<file path="config.mk">
export PLATFORM = sky130hd
export DESIGN_NAME = param_deserializer
export DESIGN_NICKNAME = d
export VERILOG_FILES = /design/src/rtl/deser_pkg.sv /design/src/rtl/deser_shift_reg.sv /design/src/rtl/param_deserializer.sv
export SDC_FILE = /design/constraint.sdc
export NUM_CORES = 1
export LEC_CHECK = 0
export BUFFER_PORTS_ARGS = -buffer_cell sky130_fd_sc_hd__buf_2
export CORE_UTILIZATION = 44
export DETAILED_ROUTE_END_ITERATION = 10
export PLACE_DENSITY = 0.72
export RECOVER_POWER = 50
export REMOVE_ABC_BUFFERS = 1
export SETUP_SLACK_MARGIN = 0.2
export SLEW_MARGIN = 40
export SYNTH_ARGS = -nofsm -noshare
export SYNTH_HDL_FRONTEND = slang
export SYNTH_HIERARCHICAL = 1
export SYNTH_SLANG_ARGS = --single-unit
</file>
<file path="constraint.sdc">
create_clock -name clock_100KHZ -period 1.3 [get_ports clock_100KHZ]
set_input_delay 0.26 -clock clock_100KHZ [delete_from_list [all_inputs] [get_ports clock_100KHZ]]
set_output_delay 0.26 -clock clock_100KHZ [all_outputs]
set_load 0.02 [all_outputs]
</file>
<file path="src/rtl/deser_pkg.sv">
// Shared definitions for param_deserializer: FSM state encoding and default word width.
package deser_pkg;

   typedef enum logic [1:0] {
      INIT    = 2'd0,
      RECEIVE = 2'd1,
      PARITY  = 2'd2,
      WAIT    = 2'd3
   } state_t;

   localparam int DEFAULT_DATA_WIDTH = 8;

endpackage

</file>
<file path="src/rtl/deser_shift_reg.sv">
// Serial-to-parallel shift register with bit counter; shift direction chosen by MSB_FIRST.
module deser_shift_reg
   import deser_pkg::*;
#(
   parameter int DATA_WIDTH = DEFAULT_DATA_WIDTH,
   parameter int MSB_FIRST  = 1
)
(
   input  logic                              i_clk,
   input  logic                              i_rst,
   input  logic                              i_shift,
   input  logic                              i_bit,
   input  logic                              i_clear,
   output logic [DATA_WIDTH-1:0]             o_word,
   output logic [$clog2(DATA_WIDTH+1)-1:0]   o_count
);

   localparam int CNT_W = $clog2(DATA_WIDTH + 1);

   logic [DATA_WIDTH-1:0] r_word;
   logic [CNT_W-1:0]      r_count;

   // MSB-first pushes in at bit 0 so the first bit ends at the top after a full word.
   always_ff @(posedge i_clk or posedge i_rst) begin
      if (i_rst) begin
         r_word  <= '0;
         r_count <= '0;
      end else if (i_clear) begin
         r_word  <= '0;
         r_count <= '0;
      end else if (i_shift) begin
         if (MSB_FIRST != 0)
            r_word <= {r_word[DATA_WIDTH-2:0], i_bit};
         else
            r_word <= {i_bit, r_word[DATA_WIDTH-1:1]};
         r_count <= r_count + CNT_W'(1);
      end
   end

   assign o_word  = r_word;
   assign o_count = r_count;

endmodule

</file>
<file path="src/rtl/param_deserializer.sv">
// Serial bit deserializer with ack handshake and abort; optional even-parity bit
// compiled in with DESER_PARITY_EN.
module param_deserializer
   import deser_pkg::*;
#(
   parameter int DATA_WIDTH = DEFAULT_DATA_WIDTH,
   parameter int MSB_FIRST  = 1
)
(
   input  logic                  clock_100KHZ,
   input  logic                  reset,
   input  logic                  data_in,
   input  logic                  write_in,
   input  logic                  ack_in,
   input  logic                  clear_in,
   output logic                  status_out,
   output logic [DATA_WIDTH-1:0] data_out,
   output logic                  data_ready,
   output logic                  parity_err
);

   localparam int CNT_W = $clog2(DATA_WIDTH + 1);

   state_t                r_state;
   state_t                w_next_state;
   logic                  w_shift;
   logic                  w_clear;
   logic                  w_last_bit;
   logic [DATA_WIDTH-1:0] w_word;
   logic [CNT_W-1:0]      w_count;

   deser_shift_reg #(
      .DATA_WIDTH (DATA_WIDTH),
      .MSB_FIRST  (MSB_FIRST)
   ) u_shift (
      .i_clk   (clock_100KHZ),
      .i_rst   (reset),
      .i_shift (w_shift),
      .i_bit   (data_in),
      .i_clear (w_clear),
      .o_word  (w_word),
      .o_count (w_count)
   );

   assign w_last_bit = (w_count == CNT_W'(DATA_WIDTH - 1));

   always_ff @(posedge clock_100KHZ or posedge reset) begin
      if (reset)
         r_state <= INIT;
      else
         r_state <= w_next_state;
   end

   // Priority within every active state: clear_in, then ack_in, then write_in.
   always_comb begin
      w_next_state = r_state;
      w_shift      = 1'b0;
      w_clear      = 1'b0;
      case (r_state)
         INIT: begin
            w_next_state = RECEIVE;
         end
         RECEIVE: begin
            if (clear_in) begin
               w_clear = 1'b1;
            end else if (write_in) begin
               w_shift = 1'b1;
               if (w_last_bit) begin
`ifdef DESER_PARITY_EN
                  w_next_state = PARITY;
`else
                  w_next_state = WAIT;
`endif
               end
            end
         end
`ifdef DESER_PARITY_EN
         PARITY: begin
            if (clear_in) begin
               w_clear      = 1'b1;
               w_next_state = RECEIVE;
            end else if (write_in) begin
               w_next_state = WAIT;
            end
         end
`endif
         WAIT: begin
            if (clear_in || ack_in) begin
               w_clear      = 1'b1;
               w_next_state = RECEIVE;
            end
         end
         default: begin
            w_next_state = INIT;
         end
      endcase
   end

`ifdef DESER_PARITY_EN
   logic r_parity_err;

   always_ff @(posedge clock_100KHZ or posedge reset) begin
      if (reset)
         r_parity_err <= 1'b0;
      else if (w_clear)
         r_parity_err <= 1'b0;
      else if (r_state == PARITY && write_in)
         r_parity_err <= (^w_word) ^ data_in;
   end

   assign parity_err = r_parity_err;
`else
   assign parity_err = 1'b0;
`endif

   assign status_out = (r_state != RECEIVE);
   assign data_ready = (r_state == WAIT);
   assign data_out   = w_word;

endmodule

</file>
# Yosys cells after proc, flatten, opt, wreduce, memory -nomap -nowiden

Cells that the tools add are included.

Bits in registers: 14
Latch bits: 0
RAM bits: 0
Bits in read-only memories: 0
Bits of input ports: 6
Output and inout port bits: 11
Logic and storage cells: 31
Memories: 0

$add $sub $neg: 1
Multipliers: 0
Div/mod/pow operators: 0
$lt $le $gt $ge: 0
Equal/unequal tests: 8
Shift-type cells: 0
Muxes and demuxes: 15
Bitwise operators: 0
Reduce and logical (&&, ||, !) cells: 4

Operators by type and width:

| cell                | count |
|---|---|
| $mux 8              | 2 |
| $mux 2              | 4 |
| $mux 4              | 2 |
| $ne 2x2->1 const B  | 3 |
| $pmux 2 s3          | 1 |
| $mux 1              | 5 |
| $add 4x1->4 const B | 1 |
| $eq 4x3->1 const B  | 1 |
| $ne 2x1->1 const B  | 2 |
| $reduce_and 4->1    | 1 |
| $eq 2x1->1 const B  | 1 |
| $eq 2x2->1 const B  | 1 |
| $logic_not 2->1     | 1 |
| $pmux 1 s2          | 1 |
| $reduce_bool 2->1   | 1 |
| $logic_or 1x1->1    | 1 |

# Longest topological paths before layout

Depth in word-level cells: 5
Mapped depth: 4

# Hierarchy

The synthesis kept the hierarchy.

By module, submodules not included:

| module             | instances | cells an instance | area an instance (um^2) | sequential area each (um^2) |
|---|---|---|---|---|
| deser_shift_reg    | 1         | 43                | 523.0                   | 300.3 |
| param_deserializer | 1         | 14                | 131.4                   | 50.0 |

# Worst setup path after synthesis

Ideal clock, no wire load.

Path type: reg2reg
From: register r_state[1]
To: register u_shift.r_count[3] (netlist: u_shift/o_count[3])
Arrival: 1.156 ns
Data required time: 1.175 ns
Path slack: 0.019 ns
Cell stages (with the launch flop): 4
Buffers on the path: 0
Clock period less this slack: 1.281 ns
Path through: dfrtp_1 > and4bb_1 > nand4_1 > mux2_4

Word-level cells in the longest chain between the ends: 3
Elaborated cells between the ends (all ways): 6
Classes of those cells: eq/ne (2); mux (3); reduce/logical (1)

Ends and longest elaborated chain:

| what                        | line                     | source |
|---|---|---|
| start: declaration          | param_deserializer.sv:24 | `state_t r_state;` |
| start signal: assignment    | param_deserializer.sv:51 | `r_state <= w_next_state;` |
| $eq 2x1->1                  | param_deserializer.sv:59 | `case (r_state)` |
| $mux 1                      | param_deserializer.sv:59 |  |
| named net w_shift           | param_deserializer.sv:26 | `logic w_shift;` |
| $reduce_bool 2->1 (no line) | n/a                      |  |
| end signal: assignment      | deser_shift_reg.sv:36    | `r_count <= r_count + CNT_W'(1);` |
| end: declaration            | deser_shift_reg.sv:21    | `logic [CNT_W-1:0] r_count;` |

The timed path passes the listed nets, and every way through them passes these cells.
A chain may end at the register's enable or synchronous reset.

# Final worst setup path

From: register r_state[1]
To: output data_ready

Word-level cells in the longest chain between the ends: 1

Ends and longest elaborated chain:

| what             | line                      | source |
|---|---|---|
| $eq 2x2->1       | param_deserializer.sv:117 | `assign data_ready = (r_state == WAIT);` |
| end: declaration | param_deserializer.sv:18  | `output logic data_ready,` |

Every way passes these cells.

==> run summary <==
- 0 — total inserted antenna cells
- 0.743 GHz — f_max
- sky130_fd_sc_hd__dfrtp_1 54%, sky130_fd_sc_hd__mux2i_1 14%, sky130_fd_sc_hd__nor2_1 6.9% — largest cells by area after synthesis
- 0.540 mV — maximum resistive drop on vdd
- yes — TritonCTS clock tree
- 1000 um2 — post-route cell area
- 90 — total instance count after detailed placement
- 14 — flops & latches, synth
- 1 — H-tree depth reported by CTS
- 40.6 um — floorplan die width
- 22 — number of distinct library cell variants in the gate-level netlist after synthesis
- 0.535 — post-synthesis sequential area ratio
- 1.00 — Post-synth ARST share
- -0.02 ns — minimum setup slack among reg-to-reg paths
- 14 — total clock sinks
- u_shift/o_count[3] — endpoint of the lowest-slack register-to-register path
- 13 — number of placement rows
- 7 — Initial DRC Count
- 1770 um — global-route wire length before repair
- 11.5 um2 — synthesized area divided by synthesized cell count
- 0 — initial antenna violation count
- 539 — via count of the routed design
- 0 — hold violation total from the final report
- 0.108 — part of the power in combinational logic
- register to output port — path type of the worst setup path
- r_state[1] — worst reg2reg path startpoint
- 0 — max-capacitance violation count
- 0.364 — clock network power share
- data_in — worst hold start
- 0.523 nW — static power due to leakage
- 0 — GR Overflow Total
- 5 — total setup violations reported at the end of the flow
- 1.35 ns — post-layout min period
- 3 — total clock buffers created by CTS
- 3 — Hold Path Stages
- 5 — number of optimization iterations in the first detailed-route pass
- 0 — post-detailed-route count of antenna-violating nets
- 13 — maximum number of pins on one net before global-route repair
- 1.03 — post-route clock period utilization
- 0.0192 ns — worst slack, placed
- 0.08 ns — clock slew seen by the registers of the worst setup and hold paths
- 2 — deepest clock path buffer count
- sky130_fd_sc_hd__clkbuf_4 — root buffer cell
- 1350 um2 — Core Region
- 873 um — post-detailed-placement half-perimeter wirelength
- 769 um2 — DP Area
- 100 — fin nets
- 107 — non-filler cells in the finished layout
- 0.485 — initial core utilization
- 40.6 um — die height
- 654 um2 — summed instance area of the synthesized netlist
- 0 — number of flops mapped to enable cells by yosys
- 1.09 ns — CP Data Arrival Time
- input pin to register — Hold Path Class
- 848 uW — Total Power
- 0.27 ns — Worst-Skew Late Latency
- -0.0454 ns — min setup slack post-route
- 4 — crit path max fanout
- 0 — count of pins over their slew limit
- u_shift/o_word[0] — Endpoint, Worst Hold
- 0.000593 ns — Max Clock Skew
- 5.04 — vias per inst
- 427 — via count of the first global-routing pass
- 13.4 um — average wire per cell in the routed design
- 0.528 — sequential fraction of design power
- 0.226 — Switching Share
- 15 — count of buffers from port buffering
- 0.741 — post-layout util
- 1.04 ns — required time of the critical path
- 0.672 — routability-driven placement congestion ratio
- 0 — number of remaining DRC errors
- 849 nW/um2 — P per Cell Area
- true — setup repair after global routing missed its margin
- 192 uW — net switching power
- output port — Critical Path End Type
- finished, violations left — result of the run
- 656 uW — total internal power
- sky130_fd_sc_hd__dfrtp_1 — largest area contributor in the netlist
- 0.535 — share of the synthesized area in the top cell type
- 3 — count of cells along the worst register-to-register path
- 6 — Yosys warning count
- 57 — count of mapped cells out of synthesis
- 1650 um2 — Die Area
- 0.467 — fraction of final layout cells sized beyond drive strength 1
- sky130_fd_sc_hd__dfrtp_1 — top flip-flop cell by instance count after synthesis
- 52.8% — synthesis-to-layout area growth
- 1430 um — wire length reported by the detailed router
- negative setup slack — violations in the final reports
- 17 — Ports
- register — startpoint types
- 0.180 — global-route total usage across every layer
[layer usage]
layer	part of all wire	wire (um)	vias to the layer above	track usage
met5	0	0	-	0
met4	0.014	20	0	0.175
met3	0.036	52	2	0.0333
met2	0.48	693	15	0.258
met1	0.47	666	263	0.221
li1	-	-	259	-
[worst max path at each step]
stage	end	cells past startpoint	startpoint
global placement	u_shift/o_word[6]	5	clear_in
global route	data_ready	3	r_state[1]
CTS	data_ready	3	r_state[0]
detailed placement	u_shift/o_word[6]	5	clear_in
finish	data_ready	3	r_state[1]
floorplan	u_shift/o_count[3]	3	r_state[1]
[cells in the final DEF, fill, tap and decap left out, types with 2 or more instances in the layout]
cell,synthesis,layout
sky130_fd_sc_hd__inv_1,2,2
sky130_fd_sc_hd__nor2_1,12,12
sky130_fd_sc_hd__buf_4,1,14
sky130_fd_sc_hd__clkbuf_4,0,3
sky130_fd_sc_hd__buf_2,1,5
sky130_fd_sc_hd__dfrtp_1,14,14
sky130_fd_sc_hd__a21oi_1,2,2
sky130_fd_sc_hd__mux2i_1,9,9
sky130_fd_sc_hd__buf_6,1,12
[registers in the layout (all words and copies together), names as in the netlist]
| register | flops |
|---|---|
| u_shift/o_word | 8 |
| u_shift/o_count | 4 |
| r_state | 2 |
[layout make-up]
class	instances	area, um2
Inverter	2	7.51
Clock buffer	4	36.3
Tap cell	15	18.8
Multi-Input combinational cell	38	293
Timing Repair Buffer	34	294
Fill cell	103	350
Sequential cell	14	350
[critical path, cell delays in order (launching register included)]
cell                      delay (ns)
sky130_fd_sc_hd__dfrtp_1        0.41
sky130_fd_sc_hd__buf_6          0.13
sky130_fd_sc_hd__and2_4         0.15
sky130_fd_sc_hd__buf_6          0.12
[cells in the mapped netlist, types with 2 or more instances]
library cell	number
sky130_fd_sc_hd__mux2i_1	9
sky130_fd_sc_hd__dfrtp_1	14
sky130_fd_sc_hd__nor2b_1	2
sky130_fd_sc_hd__inv_1	2
sky130_fd_sc_hd__a21oi_1	2
sky130_fd_sc_hd__nor2_1	12
[power groups by stage]
stage / clock, mW / sequential (mW) / combinational [mW]
after CTS: 0.320 / 0.446 / 0.0794
after global routing: 0.340 / 0.450 / 0.100
final: 0.309 / 0.448 / 0.0912
after floorplan: 0 / 0.457 / 0.0404
after global placement: 0 / 0.455 / 0.0700
after detailed placement: 0 / 0.456 / 0.0707
[kinds of logic after synthesis]
logic type               Yosys count  synth area share
AO/OA/AOI/OAI                      4            0.0440
buffers and inverters              5            0.0478
multiplexers                      10             0.161
AND/OR/NAND/NOR                   21             0.174
flip-flops                        14             0.535
XOR/XNOR                           1            0.0134
other                              1           0.00573
adder cells (fa/ha/maj)            1            0.0191
[timing repair]
action,4_1_cts,5_1_grt
endpoints found under the setup margin,22,23
gates resized for setup,10,18
pin swaps,2,1
setup buffers,8,4
hold buffers,1,0
endpoints found under the hold margin,2,0
[through the flow]
| step | hold WS [ns] | setup TNS [ns] |
|---|---|---|
| after detailed placement | 0.122 | 0 |
| after global routing | 0.224 | -0.327 |
| after global placement | 0.118 | 0 |
| final | 0.229 | -0.120 |
| after CTS | 0.223 | -0.0799 |
| after floorplan | 0.00118 | -1.59 |
(Power assumes the default switching activity.)
